===== src/rtl/free_list.sv =====
// free_list: circular FIFO of free physical register tags feeding rename.
// Dispatch sees up to TABLE_WRITE candidate tags from the head; ROB commit
// pushes released tags at the tail; branch recovery makes the whole ring
// free again in one cycle by snapping head onto the post-retire tail.
//
// Ports:
//   clk, reset          clock, asynchronous active-high reset
//   alloc_en_i          per-slot allocation request (contiguous from bit 0)
//   free_tag_o          candidate tags, slot i = entry[head+i]
//   free_valid_o        slot i has a tag (count > i)
//   retire_en_i         per-slot release valid from ROB commit
//   retire_tag_i        tag being released (tag 0 is never freed)
//   branch_recover_i    mispredict recovery, alloc ignored that cycle
//   free_count_o        number of free tags
//   error_o             sticky over/underflow flag, cleared by reset only

// Per-slot read port: tag and availability for dispatch slot SLOT.
module free_list_slot #(
  parameter int FL_SIZE = 32,
  parameter int TAG_W   = 6,
  parameter int PTR_W   = 5,
  parameter int CNT_W   = 6,
  parameter int SLOT    = 0
) (
  input  logic [FL_SIZE-1:0][TAG_W-1:0] entry,
  input  logic [PTR_W-1:0]              head,
  input  logic [CNT_W-1:0]              count,
  output logic [TAG_W-1:0]              tag,
  output logic                          valid
);
  logic [PTR_W-1:0] idx;
  // Natural PTR_W-bit wrap gives the modulo FL_SIZE indexing.
  assign idx   = head + PTR_W'(SLOT);
  assign tag   = entry[idx];
  assign valid = count > CNT_W'(SLOT);
endmodule

module free_list #(
  parameter int ARCHREG_NUMBER = 32,
  parameter int PREG_NUMBER    = 64,
  parameter int TABLE_WRITE    = 2,
  // Must be a power of two: pointers wrap by truncation.
  parameter int FL_SIZE        = PREG_NUMBER - ARCHREG_NUMBER
) (
  input  logic                                           clk,
  input  logic                                           reset,
  input  logic [TABLE_WRITE-1:0]                         alloc_en_i,
  output logic [TABLE_WRITE-1:0][$clog2(PREG_NUMBER)-1:0] free_tag_o,
  output logic [TABLE_WRITE-1:0]                         free_valid_o,
  input  logic [TABLE_WRITE-1:0]                         retire_en_i,
  input  logic [TABLE_WRITE-1:0][$clog2(PREG_NUMBER)-1:0] retire_tag_i,
  input  logic                                           branch_recover_i,
  output logic [$clog2(FL_SIZE):0]                       free_count_o,
  output logic                                           error_o
);
  localparam int TAG_W = $clog2(PREG_NUMBER);
  localparam int PTR_W = $clog2(FL_SIZE);
  localparam int CNT_W = PTR_W + 1;

  logic [FL_SIZE-1:0][TAG_W-1:0]     entry;
  logic [PTR_W-1:0]                  head, tail;
  logic [CNT_W-1:0]                  count;
  logic                              error;

  logic [CNT_W-1:0]                  nalloc, nacc;
  logic [CNT_W:0]                    space;
  logic                              underflow, overflow;
  logic [TABLE_WRITE-1:0]            push_ok;
  logic [TABLE_WRITE-1:0][PTR_W-1:0] wr_idx;
  logic [PTR_W-1:0]                  tail_nxt;

  genvar g;
  generate
    for (g = 0; g < TABLE_WRITE; g++) begin : g_slot
      free_list_slot #(
        .FL_SIZE(FL_SIZE), .TAG_W(TAG_W), .PTR_W(PTR_W), .CNT_W(CNT_W), .SLOT(g)
      ) u_slot (
        .entry(entry),
        .head (head),
        .count(count),
        .tag  (free_tag_o[g]),
        .valid(free_valid_o[g])
      );
    end
  endgenerate

  // Allocation count; recovery cancels dispatch entirely.
  always_comb begin
    nalloc    = '0;
    underflow = 1'b0;
    if (!branch_recover_i) begin
      for (int i = 0; i < TABLE_WRITE; i++) begin
        if (alloc_en_i[i] && free_valid_o[i]) nalloc = nalloc + CNT_W'(1);
        if (alloc_en_i[i] && !free_valid_o[i]) underflow = 1'b1;
      end
    end
  end

  // Retire pushes are compacted in slot order. Entries consumed by this
  // cycle's allocation count as room since their tag is read before the edge.
  always_comb begin
    space    = (CNT_W+1)'(FL_SIZE) - {1'b0, count} + {1'b0, nalloc};
    nacc     = '0;
    overflow = 1'b0;
    push_ok  = '0;
    wr_idx   = '0;
    for (int i = 0; i < TABLE_WRITE; i++) begin
      wr_idx[i] = tail + nacc[PTR_W-1:0];
      if (retire_en_i[i] && retire_tag_i[i] != '0) begin
        if ({1'b0, nacc} < space) begin
          push_ok[i] = 1'b1;
          nacc       = nacc + CNT_W'(1);
        end else begin
          overflow = 1'b1;
        end
      end
    end
    tail_nxt = tail + nacc[PTR_W-1:0];
  end

  always_ff @(posedge clk or posedge reset) begin
    if (reset) begin
      for (int k = 0; k < FL_SIZE; k++) entry[k] <= TAG_W'(ARCHREG_NUMBER + k);
      head  <= '0;
      tail  <= '0;
      count <= CNT_W'(FL_SIZE);
      error <= 1'b0;
    end else begin
      for (int i = 0; i < TABLE_WRITE; i++)
        if (push_ok[i]) entry[wr_idx[i]] <= retire_tag_i[i];
      tail <= tail_nxt;
      if (branch_recover_i) begin
        // Slots from the new tail round to it still hold the in-flight tags,
        // so the full ring is free again.
        head  <= tail_nxt;
        count <= CNT_W'(FL_SIZE);
      end else begin
        head  <= head + nalloc[PTR_W-1:0];
        count <= count - nalloc + nacc;
      end
      error <= error | underflow | overflow;
    end
  end

  assign free_count_o = count;
  assign error_o      = error;
endmodule


===== config.mk =====
export PLATFORM = sky130hd
export DESIGN_NAME = free_list
export DESIGN_NICKNAME = d
export VERILOG_FILES = /design/src/rtl/free_list.sv
export SDC_FILE = /design/constraint.sdc
export NUM_CORES = 1
export LEC_CHECK = 0
export ABC_AREA = 1
export CORE_MARGIN = 2
export CORE_UTILIZATION = 41
export CTS_BUF_LIST = sky130_fd_sc_hd__clkbuf_4 sky130_fd_sc_hd__clkbuf_8 sky130_fd_sc_hd__clkbuf_16
export DETAILED_ROUTE_END_ITERATION = 10
export PLACE_DENSITY = 0.53
export SYNTH_ARGS = -nofsm -noshare
export SYNTH_HDL_FRONTEND = slang
export SYNTH_HIERARCHICAL = 1
export SYNTH_SLANG_ARGS = --single-unit

===== constraint.sdc =====
create_clock -name clk -period 21.9 [get_ports clk]
set_input_delay 4.38 -clock clk [delete_from_list [all_inputs] [get_ports clk]]
set_output_delay 4.38 -clock clk [all_outputs]
set_load 0.1 [all_outputs]

# Word-level counts from Yosys, hierarchy flattened
# Cells that the tools add are included.
[classes] n_lt_le_gt_ge=10 n_eq_ne=0 div=0 n_mux=33 bitwise=2 shift=0 multipliers=0 reduce_logical=12 addsub=10
[ops] op="$bwmux 192" n=2
[ops] op="$mux 192" n=2
[ops] op="$bmux 6 s5" n=2
[ops] op="$demux 6 s5" n=2
[ops] op="$mux 6" n=10
[ops] op="$lt 5x6->1 const B" n=4
[ops] op="$add 5x5->5" n=3
[ops] op="$mux 1" n=14
[ops] op="$add 6x1->6 const B" n=2
[ops] op="$gt 6x1->1 const B" n=2
[ops] op="$reduce_bool 6->1" n=2
[ops] op="$ge 5x1->1 const B" n=2
[ops] op="$logic_and 1x1->1" n=8
[ops] op="$add 7x6->7" n=1
[ops] op="$lt 1x7->1 const A" n=1
[ops] op="$lt 6x7->1" n=1
[ops] op="$sub 6x6->7 const A" n=1
[ops] op="$add 6x6->6" n=1
[ops] op="$sub 6x6->6" n=1
[ops] op="$add 5x1->5 const B" n=1
[ops] op="$mux 5" n=1
[ops] op="$logic_not 1->1" n=2
[ops] op="$or 1x1->1" n=2
[word_totals] out_inout_bits=21 n_memories=0 latchBits=0 mem_bits_rw=0 rom_bits=0 regBits=209 inputBits=19 wordCells=103

# Logic depth before layout (Yosys ltp)
# Gate-level depths: netlist of the first run.
[depth] word_depth=18 mapped_depth=32 depth_no_buf=30

# Cells and area by module
# Netlist of the first run, hierarchy kept.
[modules_own_cells] mod="free_list" seq_area_each_um2=5371.4 cells_each=2439 instances=1 area_each_um2=14951.8
[modules_own_cells] mod="free_list_slot (g_slot[1].u_slot)" seq_area_each_um2=0.0 cells_each=597 instances=1 area_each_um2=2482.4
[modules_own_cells] mod="free_list_slot (g_slot[0].u_slot)" seq_area_each_um2=0.0 cells_each=460 instances=1 area_each_um2=1999.4

# Worst setup path before layout of the first run
# OpenSTA, ideal clock, no wires.
[synth_path] path_kind="in2reg" start="in alloc_en_i[1]" end="reg count[4] (netlist: free_count_o[4])" required_ns=21.777 path_buffers=2 setup_time_ns=0.123 t_arrival_ns=8.265 path_slack_ns=13.512 stages=29 path_cell_list="nand2_1 > inv_1 > ha_1 > nand2_1 > ha_1 > fa_1 > inv_2 > nand2_1 > xor2_1 > a21oi_1 > nand3_2 > nand2_2 > inv_2 > buf_6 > buf_2 > ha_1 > nand2_1 > o21ai_0 > inv_1 > ha_1 > inv_1 > ha_1 > fa_1 > nand2_1 > inv_1 > o21ai_0 > nand2_1 > o21ai_0 > a21oi_1"
[synth_between] elab_chain_len=12 word_cells_on_any_way=14 cone_classes="4 x add/sub; 2 x order compare; 7 x mux; 1 x reduce/logical"
[synth_rtl] item="from (decl)" line="47" text="input logic [TABLE_WRITE-1:0] alloc_en_i,"
[synth_rtl] item="$logic_and 1x1->1 (*)" line="93" text="if (alloc_en_i[i] && free_valid_o[i]) nalloc = nalloc + CNT_W'(1);"
[synth_rtl] item="$mux 6 (*)" line="93"
[synth_rtl] item="$mux 6 (*)" line="91" text="if (!branch_recover_i) begin"
[synth_rtl] item="$add 7x6->7" line="102" text="space = (CNT_W+1)'(FL_SIZE) - {1'b0, count} + {1'b0, nalloc};"
[synth_rtl] item="$lt 1x7->1" line="110" text="if ({1'b0, nacc} < space) begin"
[synth_rtl] item="$mux 1" line="110"
[synth_rtl] item="$mux 1" line="109" text="if (retire_en_i[i] && retire_tag_i[i] != '0) begin"
[synth_rtl] item="$add 6x1->6 / $lt 6x7->1 (equally long branches)" line="112, 110"
[synth_rtl] item="$mux 6" line="110"
[synth_rtl] item="$mux 6" line="109"
[synth_rtl] item="$add 6x6->6 (*)" line="139" text="count <= count - nalloc + nacc;"
[synth_rtl] item="$mux 6 (*)" line="132" text="if (branch_recover_i) begin"
[synth_rtl] item="to (signal assigned)" line="126" text="count <= CNT_W'(FL_SIZE);"
[synth_rtl] item="to (signal assigned)" line="136" text="count <= CNT_W'(FL_SIZE);"
[synth_rtl] item="to (signal assigned)" line="139"
[synth_rtl] item="to (decl)" line="62" text="logic [CNT_W-1:0] count;"
# Every way passes the cells marked *; elsewhere a longest branch is shown, timed or not.

==> results of run 1 <==
==> logic make-up (layout without fill, tap and decap cells) <==
kind of cell | Yosys count | after routing
AO/OA/AOI/OAI | 306 | 306
XOR/XNOR | 15 | 15
adder cells (fa/ha/maj) | 25 | 25
buffers and inverters | 519 | 421
flip-flops | 209 | 209
AND/OR/NAND/NOR | 2422 | 2422
==> cell type report <==
class / instances / area, um^2
flip-flops and latches: 209 / 5380
clock inverters: 9 / 98.8
repair buffers: 68 / 578
multi-input cells: 2768 / 11900
clock buffers: 44 / 882
fillers: 5040 / 25900
inverters: 300 / 1140
well taps: 607 / 759
==> flip-flops by register name (all words and copies together) (netlist names) <==
signal,count
free_count_o,6
entry,192
tail,5
error_o,1
head,5
==> how the worst min path moves through the flow <==
stage                                end  depth (start not counted)
finish                 error_o$_DFF_PP0_                          2
detailed placement     error_o$_DFF_PP0_                          2
CTS                 entry[114]$_DFF_PP1_                          4
floorplan            entry[67]$_DFF_PP1_                          4
global route        entry[101]$_DFF_PP1_                          4
global placement    entry[185]$_DFF_PP1_                          4
==> Yosys cell counts <==
master,count
a21oi_1,65
buf_1,11
buf_2,89
buf_4,24
buf_6,9
clkbuf_1,86
clkinv_1,1
dfrtp_1,96
dfstp_2,113
fa_1,5
ha_1,20
inv_1,274
inv_2,24
inv_4,1
nand2_1,1822
nand2_2,20
nand2_4,1
nand3_1,381
nand3_2,1
nand3b_1,2
nand4_1,9
nor2_1,155
nor2_2,13
nor2_4,9
nor3_1,4
nor3_2,4
nor4_1,1
o21ai_0,195
o21ai_1,44
o221ai_1,1
o22ai_1,1
xnor2_1,3
xor2_1,8
xor2_2,4
==> worst max-delay path: stages, from the launching register on <==
cell	delay, ps
dfrtp_2	340
buf_4	680
ha_1	390
inv_1	820
buf_4	520
nand2_1	100
nand3_1	120
nand3_1	220
nand2_1	190
nand2_1	70
nand2_1	120
clkdlybuf4s50_1	1150
==> where the power goes <==
part	switching, W	internal, W
clock network	0.000203	0.000299
registers	0.000234	0.000614
logic	0.00173	0.000653
total	0.00217	0.00157
==> per-stage QoR <==
step | hold slack, ps | total power [W] | worst slack, ps | instances | utilization [%]
after global placement | 561 | 0.00315 | 12030 | 3952 | 42.3
after detailed placement | 568 | 0.00318 | 11840 | 3952 | 42.3
final | 566 | 0.00374 | 12160 | 4005 | 44.4
after floorplan | 539 | 0.00250 | 12000 | 3496 | -
after global routing | 615 | 0.00401 | 11980 | 4005 | 44.4
after CTS | 583 | 0.00370 | 12270 | 4005 | 44.4
==> per-layer routing <==
layer | up-vias | share of wire [%] | global-route usage, %
met4 | 0 | 5.5 | 15.3
met3 | 212 | 8.2 | 3.88
met5 | - | 0 | 0
met1 | 10000 | 43 | 44.0
met2 | 995 | 43 | 49.3
li1 | 10500 | - | -
==> cells in the final DEF, fill, tap and decap left out, types with 4 or more instances in the layout <==
cell / netlist / routed
nor2_2: 13 / 14
clkdlybuf4s50_1: 0 / 33
ha_1: 20 / 20
nor2_4: 9 / 9
xor2_1: 8 / 8
o21ai_1: 44 / 44
nor3_2: 4 / 4
inv_1: 274 / 269
nor2_1: 155 / 154
a21oi_1: 65 / 65
clkbuf_8: 0 / 7
clkinv_2: 0 / 7
buf_2: 89 / 6
nand2_1: 1822 / 1822
clkbuf_4: 0 / 8
nand2_2: 20 / 19
nand4_1: 9 / 9
nor3_1: 4 / 4
xor2_2: 4 / 4
inv_2: 24 / 26
dfstp_2: 113 / 113
o21ai_0: 195 / 195
buf_4: 24 / 29
dfrtp_1: 96 / 94
nand3_1: 381 / 381
fa_1: 5 / 5
clkbuf_16: 0 / 29
==> flow_summary.json, run 1 <==
{
  "status": "completed",
  "setup.worst_path.class": "reg -> out",
  "setup.worst_path.start_class": "register",
  "std_cell_rows": 79,
  "route.detailed.wl_per_inst_um": 19.9,
  "start_util_pct": 41.7,
  "ys_seq_elements": 209,
  "synth_cell_type_count": 34,
  "setup_total_negative_slack_ps": 0,
  "final_min_period_over_clock_period_pct": 44.5,
  "synth_top_family_by_area": "simple AND/OR/NAND/NOR gates",
  "maxSlewHeadroom_pct": 8.99,
  "worst_r2r_endpoint": "entry[88]$_DFF_PP0_",
  "netlist_area_before_placement_mm2": 0.0194,
  "initial_antenna_violation_count": 0,
  "finalCriticalPeriod_ps": 9740,
  "timing.critical_path.to": "free_tag_o[11]",
  "complex_gate_fraction_of_the_synthesized_area_pct": 7.91,
  "routed_wl_mm": 79.6,
  "grt_start_max_net_pins": 99,
  "powerDensity_mw_per_mm2": 180,
  "synth_area_leaders": "nand2_1, dfstp_2, dfrtp_1",
  "worstRegToRegCells": 26,
  "timing.critical_path.required_ps": 17520,
  "io_buffer_count": 39,
  "postSynthAreaPerCell_um2": 5.56,
  "die_footprint_mm2": 0.0492,
  "synth_top_cell_area_share_pct": 35.2,
  "weighted_congestion_reported_at_the_end_of_routability_driven_placement": 0.902,
  "power.static_leakage_nw": 10.7,
  "startpoint_of_the_worst_hold_path": "error_o$_DFF_PP0_",
  "ys_warn_count": 6,
  "antenna_cells": 0,
  "nets": 3420,
  "tritoncts_num_sinks": 209,
  "hpwl_reported_at_the_end_of_detailed_placement_mm": 48.5,
  "die_h_um": 222,
  "globalRouteTotalUtil_pct": 31.8,
  "first_pass_iters": 6,
  "ant_nets": 0,
  "worst-slew-pin-transition_ps": 1360,
  "crit_path_end_kind": "output port",
  "grt_first_pass_wirelength_mm": 122,
  "number_of_gates_given_a_new_drive_strength_after_cts": 0,
  "cts_max_level": 1,
  "io_pins": 40,
  "synth_xor_area_share_pct": 0.831,
  "first_iter_violations": 2267,
  "peakVddDrop_mv": 0.155,
  "remaining_overflow_grt": 0,
  "fin_skew_ps": 15.3,
  "clk_path_buf_depth": 3,
  "fin_area_mm2": 0.0207,
  "synth_top_area_cell": "nand2_1",
  "insertion_delay_to_the_later_sink_of_the_worst_skew_pair_ps": 590,
  "cts-root-buf": "clkbuf_16",
  "dpl_cell_area_mm2": 0.0197,
  "post_synth_inst_count": 3496,
  "tritoncts_clock_tree": "done",
  "timing.final.max_slew_violations": 0,
  "maxCapViolCount": 0,
  "postSynthNetCount": 3540,
  "placeableCoreArea_mm2": 0.0467,
  "setup.reg_to_reg.worst_slack_ps": 15810,
  "synthToLayoutAreaGrowth_pct": 6.61,
  "dr_total_vias": 21800,
  "rsz0062_at_grt": "false",
  "cts-buffers-inserted": 29,
  "number_of_global_route_vias_before_repair": 19800,
  "drive_gt1_share_pct": 8.42,
  "via_count_normalized_by_instance_count": 5.43,
  "critical_path_arrival_ps": 5360,
  "synth_sequential_area_ratio_pct": 27.6,
  "setup_violations": 0,
  "path_clk_slew_ps": 60,
  "cts-hold-fix-buffers": 0,
  "worst-path-max-fanout": 53,
  "floorplan.die.width_um": 222,
  "timing.hold.worst.class": "reg -> reg",
  "clock.fmax_mhz": 103,
  "synth.mux.area_fraction_pct": 0,
  "hold_viol": 0,
  "route.detailed.drc": 0,
  "synth_simple_gate_area_share_pct": 50.4,
  "r2r-start": "free_count_o[3]$_DFF_PP0_",
  "worstSetupStartpoint": "head[1]$_DFF_PP0_",
  "yosys.area_share.adder_pct": 1.80,
  "cts_setup_buffers": 0
}
Note: power is estimated with default switching activity, not from simulation.
==> run 2: changes to the inputs <==
- clock period: 21.9 -> 10 ns (I/O delays scaled with it)
==> flow_summary.json, run 2 (synthesis results as in run 1) <==
{
  "powerDensity_mw_per_mm2": 397,
  "first_pass_iters": 9,
  "number_of_gates_given_a_new_drive_strength_after_cts": 0,
  "stdcell_count": 4011,
  "clk_path_buf_depth": 3,
  "timing.hold.worst.class": "reg -> reg",
  "nets": 3424,
  "worstRegToRegCells": 25,
  "finalCriticalPeriod_ps": 7270,
  "weighted_congestion_reported_at_the_end_of_routability_driven_placement": 0.918,
  "route.detailed.wl_per_inst_um": 19.7,
  "timing.critical_path.required_ps": 10480,
  "tritoncts_num_sinks": 209,
  "number_of_flip_flops_under_the_largest_register_name": 192,
  "via_count_normalized_by_instance_count": 5.41,
  "initial_antenna_violation_count": 0,
  "setup_violations": 0,
  "hold_viol": 0,
  "layout.cells.most_common_list": "nand2_1, nand3_1, inv_1, o21ai_0, nor2_1",
  "floorplan.die.width_um": 222,
  "route.detailed.drc": 0,
  "globalRouteTotalUtil_pct": 31.6,
  "hpwl_reported_at_the_end_of_detailed_placement_mm": 48.7,
  "registers.top_by_ff_count": "entry",
  "cts_max_level": 1,
  "antenna_cells": 0,
  "crit_path_end_kind": "register",
  "setup.worst_path.class": "in -> reg",
  "timing.final.max_slew_violations": 0,
  "status": "completed",
  "cts_setup_buffers": 0,
  "synthToLayoutAreaGrowth_pct": 7.12,
  "clock.fmax_mhz": 138,
  "remaining_overflow_grt": 0,
  "layout.cells.most_common": "nand2_1",
  "final_min_period_over_clock_period_pct": 72.7,
  "worst-path-max-fanout": 83,
  "die_footprint_mm2": 0.0492,
  "cts-hold-fix-buffers": 0,
  "grt_start_max_net_pins": 110,
  "setup.worst_path.start_class": "input port",
  "fin_skew_ps": 12.3,
  "cts-root-buf": "clkbuf_16",
  "routed_wl_mm": 79.0,
  "peakVddDrop_mv": 0.398,
  "cts-buffers-inserted": 30,
  "worst-slew-pin-transition_ps": 1320,
  "tritoncts_clock_tree": "done",
  "placedCellCount": 3955,
  "power.static_leakage_nw": 10.8,
  "placeableCoreArea_mm2": 0.0467,
  "std_cell_rows": 79,
  "rsz0062_at_grt": "false",
  "filler_cell_count": 5066,
  "die_h_um": 222,
  "critical_path_arrival_ps": 7750,
  "insertion_delay_to_the_later_sink_of_the_worst_skew_pair_ps": 600,
  "first_iter_violations": 2259,
  "grt_first_pass_wirelength_mm": 121,
  "maxSlewHeadroom_pct": 11.0,
  "maxCapViolCount": 0,
  "setup_total_negative_slack_ps": 0,
  "io_pins": 40,
  "dr_total_vias": 21700,
  "start_util_pct": 41.7,
  "ant_nets": 0,
  "io_buffer_count": 39,
  "number_of_global_route_vias_before_repair": 19800,
  "hold_depth": 2,
  "path_clk_slew_ps": 60,
  "drive_gt1_share_pct": 8.58
}
run 2: cell types whose count changed in the layout (fill, tap and decap cells not counted):
| cell | delta |
|---|---|
| clkinv_2 | -2 |
| inv_2 | +1 |
| nor2_2 | -1 |
| clkbuf_8 | +3 |
| nor2_1 | +1 |
| clkinv_4 | -1 |
| clkbuf_16 | +2 |
| buf_4 | +3 |
| clkbuf_4 | +1 |
| clkinv_1 | -1 |
run 2: final cells by class:
type	count	area (um^2)	area share (%)
sequential	209	5380	25.8
multi-input combinational	2768	11900	57.1
tap	607	759	3.65
clock inverter	6	80.1	0.385
clock buffer	50	981	4.71
inverter	300	1140	5.46
timing repair buffer	71	601	2.88
run 2: metrics by stage:
stage               utilization (%)  hold slack, ps  setup WS, ps  power (W)  instance area, um^2
floorplan                         -             539          2480    0.00547                19400
global placement               42.3             547          2280    0.00691                19800
detailed placement             42.3             530          2210    0.00698                19800
CTS                            44.6             556          2820    0.00817                20800
global route                   44.6             596          2300    0.00884                20800
finish                         44.6             542          2730    0.00826                20800
run 2: path summary, 6_finish.rpt:
path	slack [ps]	start	endpoint
worst max-delay path	2730	branch_recover_i	entry[50]$_DFF_PP0_
worst min-delay path	540	error_o$_DFF_PP0_	error_o$_DFF_PP0_
worst max register to register	3860	free_count_o[3]$_DFF_PP0_	entry[50]$_DFF_PP0_
worst min register to register	540	error_o$_DFF_PP0_	error_o$_DFF_PP0_
max in group asynchronous	6680	reset	head[0]$_DFF_PP0_
min in group asynchronous	1990	reset	entry[96]$_DFF_PP0_
run 2: per-layer routing:
layer / GRT usage, % / vias up / share of wire [%] / wire length (um)
met1: 42.8 / 10000 / 43 / 34100
met2: 50.5 / 945 / 44 / 35100
li1: - / 10500 / - / -
met3: 4.51 / 191 / 7.8 / 6150
met5: 0 / - / 0 / 0
met4: 13.5 / 0 / 4.7 / 3690
run 2: critical path, stage by stage:
cell	delay (ps)
clkdlybuf4s50_1	650
inv_1	340
nand2_1	120
ha_1	240
fa_1	400
inv_2	70
nand2_1	60
xor2_1	150
a21oi_1	220
nand3_4	140
nand2_8	460
clkinv_2	530
ha_1	380
ha_1	320
nor2_1	410
inv_1	470
nor2_2	390
inv_2	110
nand2_1	80
nand2_1	50
nand2_1	50
nand2_1	60
run 2: report_power, final:
| group | internal, W | switching, W | leakage, nW |
|---|---|---|---|
| logic | 0.00145 | 0.00380 | 7.81 |
| registers | 0.00135 | 0.000509 | 2.41 |
| clock network | 0.000713 | 0.000448 | 0.539 |
==> run 3: changes to the inputs <==
- PLACE_DENSITY: 0.53 -> 0.56
- clock period: 10 -> 6 ns (I/O delays scaled with it)
==> flow_summary.json, run 3 (synthesis results as in run 1) <==
{
  "cts_max_level": 1,
  "insertion_delay_to_the_later_sink_of_the_worst_skew_pair_ps": 580,
  "hold_viol": 0,
  "number_of_flip_flops_under_the_largest_register_name": 192,
  "routed_wl_mm": 76.4,
  "powerDensity_mw_per_mm2": 658,
  "switching_share_of_power_pct": 56.9,
  "maxSlewHeadroom_pct": 18.8,
  "filler_cell_count": 5033,
  "io_pins": 40,
  "cts-root-buf": "clkbuf_16",
  "via_count_normalized_by_instance_count": 5.39,
  "clk_path_buf_depth": 3,
  "rsz0062_at_grt": "false",
  "fin_skew_ps": 15.1,
  "pwr-share-seq_pct": 22.4,
  "setup_violations": 0,
  "dpl_cell_area_mm2": 0.0199,
  "first_iter_violations": 2349,
  "worst-path-max-fanout": 49,
  "route.detailed.drc": 0,
  "placeableCoreArea_mm2": 0.0467,
  "clock.fmax_mhz": 188,
  "globalRouteTotalUtil_pct": 30.6,
  "drive_gt1_share_pct": 9.06,
  "finalCriticalPeriod_ps": 5310,
  "tritoncts_clock_tree": "done",
  "setup.worst_path.start_class": "register",
  "remaining_overflow_grt": 0,
  "fin_area_mm2": 0.0209,
  "grt_first_pass_wirelength_mm": 119,
  "tritoncts_num_sinks": 209,
  "number_of_global_route_vias_before_repair": 20000,
  "maxCapViolCount": 0,
  "internal_power_w": 0.00593,
  "nets": 3432,
  "combinationalPowerShare_pct": 64.3,
  "io_buffer_count": 39,
  "registers.top_by_ff_count": "entry",
  "worst-slew-pin-transition_ps": 1210,
  "final_min_period_over_clock_period_pct": 88.5,
  "start_util_pct": 41.7,
  "cts-hold-fix-buffers": 0,
  "die_footprint_mm2": 0.0492,
  "first_pass_iters": 6,
  "die_h_um": 222,
  "timing.hold.worst.class": "reg -> reg",
  "synthToLayoutAreaGrowth_pct": 7.58,
  "ant_nets": 0,
  "power.static_leakage_nw": 10.8,
  "grt_start_max_net_pins": 137,
  "netSwitchingPower_w": 0.00782,
  "layout.cells.most_common": "nand2_1",
  "cts_setup_buffers": 0,
  "setup.worst_path.class": "reg -> out",
  "peakVddDrop_mv": 0.676,
  "initial_antenna_violation_count": 0,
  "timing.critical_path.required_ps": 4800,
  "pwr-share-clk_pct": 13.3,
  "hpwl_reported_at_the_end_of_detailed_placement_mm": 47.6,
  "crit_path_end_kind": "output port",
  "layout.cells.most_common_list": "nand2_1, nand3_1, inv_1, o21ai_0, nor2_1",
  "path_clk_slew_ps": 60,
  "place_ws_ps": 328,
  "report.power.total_w": 0.0138,
  "setup_total_negative_slack_ps": 0,
  "cts-buffers-inserted": 28,
  "dr_total_vias": 21700,
  "floorplan.die.width_um": 222,
  "setup_slack_ps": 689,
  "number_of_gates_given_a_new_drive_strength_after_cts": 0,
  "postLayoutCoreUtil_pct": 44.8,
  "timing.final.max_slew_violations": 0,
  "critical_path_arrival_ps": 4110,
  "status": "completed",
  "route.detailed.wl_per_inst_um": 19.0,
  "weighted_congestion_reported_at_the_end_of_routability_driven_placement": 0.893,
  "std_cell_rows": 79
}
run 3: cell count changes in the layout (fill, tap and decap cells not counted), sizes merged:
cell and change:
buf +22, clkdlybuf4s50 -12, clkbuf -2, clkinv -2
clkinvlp +1, diode +1, inv -1
run 3: layout make-up:
cell class,instances,area [um^2],area share [%]
Multi-Input combinational cell,2768,11900,56.8
Clock buffer,48,925,4.42
Clock inverter,4,70.1,0.335
Antenna cell,1,2.50,0.0120
Sequential cell,209,5380,25.7
Tap cell,607,759,3.63
Inverter,300,1130,5.42
Timing Repair Buffer,81,758,3.63
run 3: power by group through the flow:
| stage | combinational (W) | sequential (W) | clock [W] |
|---|---|---|---|
| finish | 0.00885 | 0.00308 | 0.00183 |
| global route | 0.00970 | 0.00318 | 0.00191 |
| CTS | 0.00870 | 0.00306 | 0.00186 |
| detailed placement | 0.00866 | 0.00307 | 0 |
| global placement | 0.00854 | 0.00306 | 0 |
| floorplan | 0.00627 | 0.00285 | 0 |
run 3: worst paths after layout:
path	from	end	slack [ps]	depth (start not counted)
min	error_o$_DFF_PP0_	error_o$_DFF_PP0_	540	2
min in group asynchronous	reset	entry[104]$_DFF_PP0_	1180	3
max reg2reg	free_count_o[3]$_DFF_PP0_	free_count_o[4]$_DFF_PP0_	1000	29
max	head[0]$_DFF_PP0_	free_tag_o[6]	690	8
min reg2reg	error_o$_DFF_PP0_	error_o$_DFF_PP0_	540	2
max in group asynchronous	reset	head[0]$_DFF_PP0_	4060	3
run 3: layer usage:
layer  track usage, %  routed length [um]
met5                0                   0
met4             13.4                3450
met3             4.65                6350
met2             48.4               33800
met1             41.5               32900
run 3: per-stage QoR:
step	cells	hold WS [ps]
after floorplan	3496	539
after CTS	4017	538
after global placement	3965	522
after detailed placement	3965	507
final	4018	545
after global routing	4017	579
run 3: critical path: stages (launching register included):
cell and delay [ps]:
dfrtp_4 770, buf_4 530, nand3_1 220, xnor2_1 990, nand3_1 360, nand2_1 170
nand2_1 100, nand2_1 170, buf_12 200
